**config.mk**
```make
export PLATFORM = sky130hd
export DESIGN_NAME = pulse_meter
export DESIGN_NICKNAME = d
export VERILOG_FILES = /design/src/rtl/pulse_meter.sv
export SDC_FILE = /design/constraint.sdc
export NUM_CORES = 1
export LEC_CHECK = 0
export BUFFER_PORTS_ARGS = -buffer_cell sky130_fd_sc_hd__buf_2
export CORE_MARGIN = 4
export CORE_UTILIZATION = 50
export CTS_BUF_LIST = sky130_fd_sc_hd__clkbuf_8
export CTS_CLUSTER_SIZE = 40
export DETAILED_ROUTE_END_ITERATION = 8
export PLACE_DENSITY = 0.81
export SLEW_MARGIN = 40
export SYNTH_ARGS = -nofsm -noshare
export SYNTH_HDL_FRONTEND = slang
export SYNTH_SLANG_ARGS = --single-unit
```
**constraint.sdc**
```tcl
create_clock -name clk -period 2.89 [get_ports clk]
set_input_delay 0.289 -clock clk [delete_from_list [all_inputs] [get_ports clk]]
set_output_delay 0.289 -clock clk [all_outputs]
set_load 0.005 [all_outputs]
```
**src/rtl/pulse_meter.sv**
```systemverilog
// pulse_meter: measures period and high-width of a periodic single-bit pulse train.
//
// Each complete cycle (rise to rise) is reported in clock cycles over a
// valid/ready interface. The first partial period after leaving IDLE is
// discarded. Sticky overrun flags a result overwritten before acceptance;
// timeout flags a pulse train that has stopped.
//
// Optional feature: define PULSE_METER_SYNC_EN to pass pulse_in through a
// 2-flop synchroniser (for asynchronous sources). Adds 2 cycles of latency,
// measured values are unchanged.
//
// Parameters:
//   COUNT_WIDTH  width of the internal counter and of period_out/width_out
//   TIMEOUT      cycles without an edge before timeout (< 2^COUNT_WIDTH-1)
//
// Ports:
//   clk         system clock, rising edge
//   rst         synchronous reset, active-high
//   en          measurement enable
//   pulse_in    pulse train
//   m_ready     downstream accepts the result
//   m_valid     result available
//   period_out  cycles from one rising edge to the next
//   width_out   cycles pulse_in was high in that period
//   overrun     sticky: an unaccepted result was overwritten
//   timeout     no edge seen for TIMEOUT cycles
//   locked      at least one full period measured since the last IDLE entry

module pulse_meter #(
  parameter int unsigned COUNT_WIDTH = 32,
  parameter int unsigned TIMEOUT     = 1024
) (
  input  logic                   clk,
  input  logic                   rst,
  input  logic                   en,
  input  logic                   pulse_in,
  input  logic                   m_ready,
  output logic                   m_valid,
  output logic [COUNT_WIDTH-1:0] period_out,
  output logic [COUNT_WIDTH-1:0] width_out,
  output logic                   overrun,
  output logic                   timeout,
  output logic                   locked
);

  typedef enum logic [2:0] {
    StIdle,
    StFirstHigh,
    StFirstLow,
    StHigh,
    StLow
  } state_e;

  localparam logic [COUNT_WIDTH-1:0] TimeoutCnt = COUNT_WIDTH'(TIMEOUT);
  localparam logic [COUNT_WIDTH-1:0] CntOne     = COUNT_WIDTH'(1);

  state_e                 state;
  logic [COUNT_WIDTH-1:0] cnt;
  logic [COUNT_WIDTH-1:0] width_cap;
  logic                   prev;
  logic                   p;
  logic                   rise;
  logic                   fall;
  logic                   publish;
  logic                   expire;

`ifdef PULSE_METER_SYNC_EN
  logic [1:0] sync;

  always_ff @(posedge clk) begin
    if (rst) begin
      sync <= '0;
    end else begin
      sync <= {sync[0], pulse_in};
    end
  end

  assign p = sync[1];
`else
  assign p = pulse_in;
`endif

  assign rise    = p & ~prev;
  assign fall    = ~p & prev;
  // A rise closes a full period only once the first partial period is gone.
  assign publish = en && rise && ((state == StFirstLow) || (state == StLow));
  // cnt restarts only on a rise, so a stuck level in either phase expires.
  assign expire  = en && (state != StIdle) && !rise && !fall && (cnt == TimeoutCnt);

  always_ff @(posedge clk) begin
    if (rst) begin
      state      <= StIdle;
      cnt        <= '0;
      width_cap  <= '0;
      prev       <= 1'b0;
      m_valid    <= 1'b0;
      period_out <= '0;
      width_out  <= '0;
      overrun    <= 1'b0;
      timeout    <= 1'b0;
      locked     <= 1'b0;
    end else begin
      prev <= p;

      if (!en) begin
        state  <= StIdle;
        cnt    <= '0;
        locked <= 1'b0;
      end else begin
        if (rise) begin
          cnt <= CntOne;
        end else if (cnt != '1) begin
          cnt <= cnt + CntOne;
        end

        if (expire) begin
          state  <= StIdle;
          locked <= 1'b0;
        end else begin
          unique case (state)
            StIdle: begin
              if (rise) state <= StFirstHigh;
            end
            StFirstHigh: begin
              if (fall) begin
                state     <= StFirstLow;
                width_cap <= cnt;
              end
            end
            StFirstLow: begin
              if (rise) begin
                state  <= StHigh;
                locked <= 1'b1;
              end
            end
            StHigh: begin
              if (fall) begin
                state     <= StLow;
                width_cap <= cnt;
              end
            end
            StLow: begin
              if (rise) begin
                state  <= StHigh;
                locked <= 1'b1;
              end
            end
            default: state <= StIdle;
          endcase
        end
      end

      if (expire) begin
        timeout <= 1'b1;
      end else if (rise) begin
        timeout <= 1'b0;
      end

      // A publish wins over a same-cycle transfer: valid stays high with new data.
      if (publish) begin
        period_out <= cnt;
        width_out  <= width_cap;
        m_valid    <= 1'b1;
        if (m_valid && !m_ready) overrun <= 1'b1;
      end else if (m_valid && m_ready) begin
        m_valid <= 1'b0;
      end
    end
  end

endmodule
```
==> impl_metrics.csv <==
group,metric,value,unit
worst_setup_path,crit_chain,"nand4_1 -> or3_1 -> nor3_4 -> buf_4 -> o21ai_1 -> a21oi_1",
synthesis,synth_compound_area_share,16.1,%
placement,dpl.hpwl,8610,µm
worst_setup_path,worst_ep_required_time,3.24,ns
timing,setup-tns-final,0,ns
clock_network,cts_tree,"yes",
finish,final_cell_mix,"210 x nand2_1, 136 x dfxtp_1, 121 x a21oi_1, 71 x buf_2, 27 x nor2_1",
routing,viasPerCell,5.62,
finish,drive_gt1_share,17.2,%
placement,pre_cts_ws,0.654,ns
routing,drt_iter0_drc,425,
grt,grt_max_degree,101,
synthesis,synth_area_per_cell,7.91,µm²
power,p_per_area,572,nW/µm²
finish,final_nets,739,
clock_network,cts_buffer_depth,2,
synthesis,synthDistinctLibCells,49,
grt,globalRouteTotalUtil,20.4,%
timing,finalClockSkew,0.0102,ns
routing,drc,0,
routing,wl_per_cell,14.6,µm
timing,layout_min_cycle_time,2.35,ns
synthesis,syn-instance-count,685,
synthesis,synth-seq-cells,136,
synthesis,syn_nets,692,
worst_setup_path,cpMaxStageDelayCell,"dfxtp_1",
grt,grt_antenna_before_repair,0,
grt,grt_pass1_vias,4540,
clock_network,clk_pin_slew,0.07,ns
finish,final_common_cell,"nand2_1",
floorplan,io_pins,73,
synthesis,synth_warnings,0,
clock_network,worstSkewPairLatency,0.43,ns
timing,grt_setup_unrepaired,"no",
synthesis,synthXorXnorAreaFrac,1.13,%
job,drv_cap,0,
worst_setup_path,cp_max_fo,14,
synthesis,async_reset_ff_share,0,%
clock_network,postCtsSetupRepairBufs,0,
finish,fin_util,59.8,%
clock_network,cts_htree_levels,4,
routing,antenna_left,0,
timing,max_slew_margin,49.7,%
power,power.total,3560,µW
timing,tightestPinTransition,0.747,ns
worst_setup_path,cp-end-kind,"register",
hold_path,hold_path.class,"in2reg",
routing,first_pass_iters,5,
power,power_leakage,0.00225,µW
synthesis,synthSimpleGateAreaFrac,27.1,%
timing,slew_violations,0,
grt,grt_overflow_total,0,
clock_network,holdBufCountCts,0,
worst_setup_path,cp.arrival,2.70,ns
synthesis,synth_top_family_by_area,"simple AND/OR/NAND/NOR gates",
floorplan,die_h,112,µm
clock_network,cts_sinks,136,
synthesis,yosys-mux-area-fraction,0.185,%
synthesis,ys_seq_area_share,50.3,%
synthesis,synth_edf_count,0,
status,status,"finished clean",
finish,antenna_cells,0,
grt,grt_pass1_wl,21400,µm
worst_setup_path,startpoint_type,"register",
floorplan,die_area,12600,µm²
floorplan,core_area,10400,µm²
worst_setup_path,crit_path_max_incr_delay,0.53,ns
timing,fmax,426,MHz
timing,fin_ws,0.543,ns
clock_network,cts_made_buffers,17,
floorplan,core.rowCount,37,
timing,hold_viol,0,
synthesis,synthAdderAreaFrac,0.462,%
floorplan,initial_core_util,52.0,%
routing,routed_wl,12900,µm
clock_network,root_buffer,"clkbuf_8",
floorplan,die_w,112,µm
placement,gp_congestion,0.858,
power,ir_worst_vdd,362,µV
clock_network,cts_resized,0,
synthesis,ys.flop_type,"dfxtp_1",
timing,period_share,81.2,%
routing,vias,4947,
synthesis,syn_area,5420,µm²
timing,setup_viol,0,
worst_setup_path,path_class,"reg2reg",
finish,area_growth,15.0,%
worst_setup_path,r2r_setup_slack,0.54,ns
placement,portBuffers,72,
power by group:
| part | internal [µW] | switching, µW | leakage, µW | total (µW) |
|---|---|---|---|---|
| registers | 1880 | 4.32 | 0.00110 | 1880 |
| clock network | 883 | 741 | 0.000212 | 1620 |
| logic | 14.9 | 44.8 | 0.000939 | 59.7 |
metal layers:
metal | vias to the layer above | share of wire [%] | track usage [%]
met5 | - | 0 | 0
met4 | 0 | 1.5 | 6.81
met3 | 22 | 6.6 | 4.85
met2 | 188 | 48 | 33.6
met1 | 2325 | 44 | 26.5
li1 | 2412 | - | -
synthesized netlist by cell type (2+ instances only):
library cell	number	area (µm²)
nand4_1	7	43.8
nand4b_1	3	26.3
nor3b_1	3	22.5
and2_1	4	25.0
nand2b_1	4	25.0
nor3_1	4	20.0
nor2_1	27	101
and3_1	4	25.0
ha_1	2	25.0
a31o_2	2	17.5
o31ai_1	2	15.0
xor2_1	2	17.5
buf_2	17	85.1
clkbuf_1	32	120
or3_1	15	93.8
nand2_1	211	792
inv_1	5	18.8
xnor2_1	5	43.8
nor4_1	8	50.1
a31oi_1	6	37.5
nor4b_1	2	17.5
a21oi_1	121	606
a41o_1	2	20.0
a211oi_1	3	22.5
clkbuf_2	2	10.0
dfxtp_1	136	2720
or2_2	2	12.5
nor3_2	3	30.0
o21ai_0	7	35.0
nand3_1	12	60.1
nand4_2	2	25.0
and4_1	2	17.5
o21ai_1	7	35.0
nor2b_1	6	37.5
logic make-up after synthesis:
| family | count (synthesis) |
|---|---|
| buffers and inverters | 58 |
| and+or+nand+nor | 323 |
| muxes | 1 |
| adders and majority gates | 2 |
| AOI/OAI and AO/OA | 158 |
| DFF | 136 |
| xor gates and xnor gates | 7 |
sequential cells by signal, summed over array words and instances (netlist names):
signal,flops
state,3
locked,1
width_out,32
period_out,32
overrun,1
timeout,1
cnt,32
prev,1
width_cap,32
m_valid,1
worst max-delay path, delay by kind of cell, from the launching register on:
kind / cells / cell delay (ns)
AOI/OAI and AO/OA: 2 / 0.25
DFF: 1 / 0.53
buffers and inverters: 1 / 0.25
and+or+nand+nor: 3 / 1.25
metrics by stage:
step | cell area [µm²] | std cells | hold WS [ns]
floorplan | 5420 | 685 | 0.417
global placement | 5800 | 849 | 0.441
detailed placement | 5810 | 849 | 0.443
CTS | 6230 | 881 | 0.0871
global route | 6230 | 881 | 0.105
finish | 6230 | 881 | 0.110
final timing paths:
kind                                    start  cells after the start             to
worst min-delay path                 pulse_in                      2           prev
worst max register to register        cnt[14]                      6        cnt[13]
worst max-delay path                  cnt[14]                      6        cnt[13]
worst min register to register  width_out[27]                      2  width_out[27]
final cells by class:
class / instances / area (µm²)
clock buffers: 18 / 248
clock inverters: 14 / 171
inverters: 5 / 18.8
multi-input cells: 491 / 2440
fillers: 889 / 4190
well taps: 136 / 170
repair buffers: 81 / 459
flip-flops and latches: 136 / 2720
No activity file was read; power rests on OpenSTA's default activity.
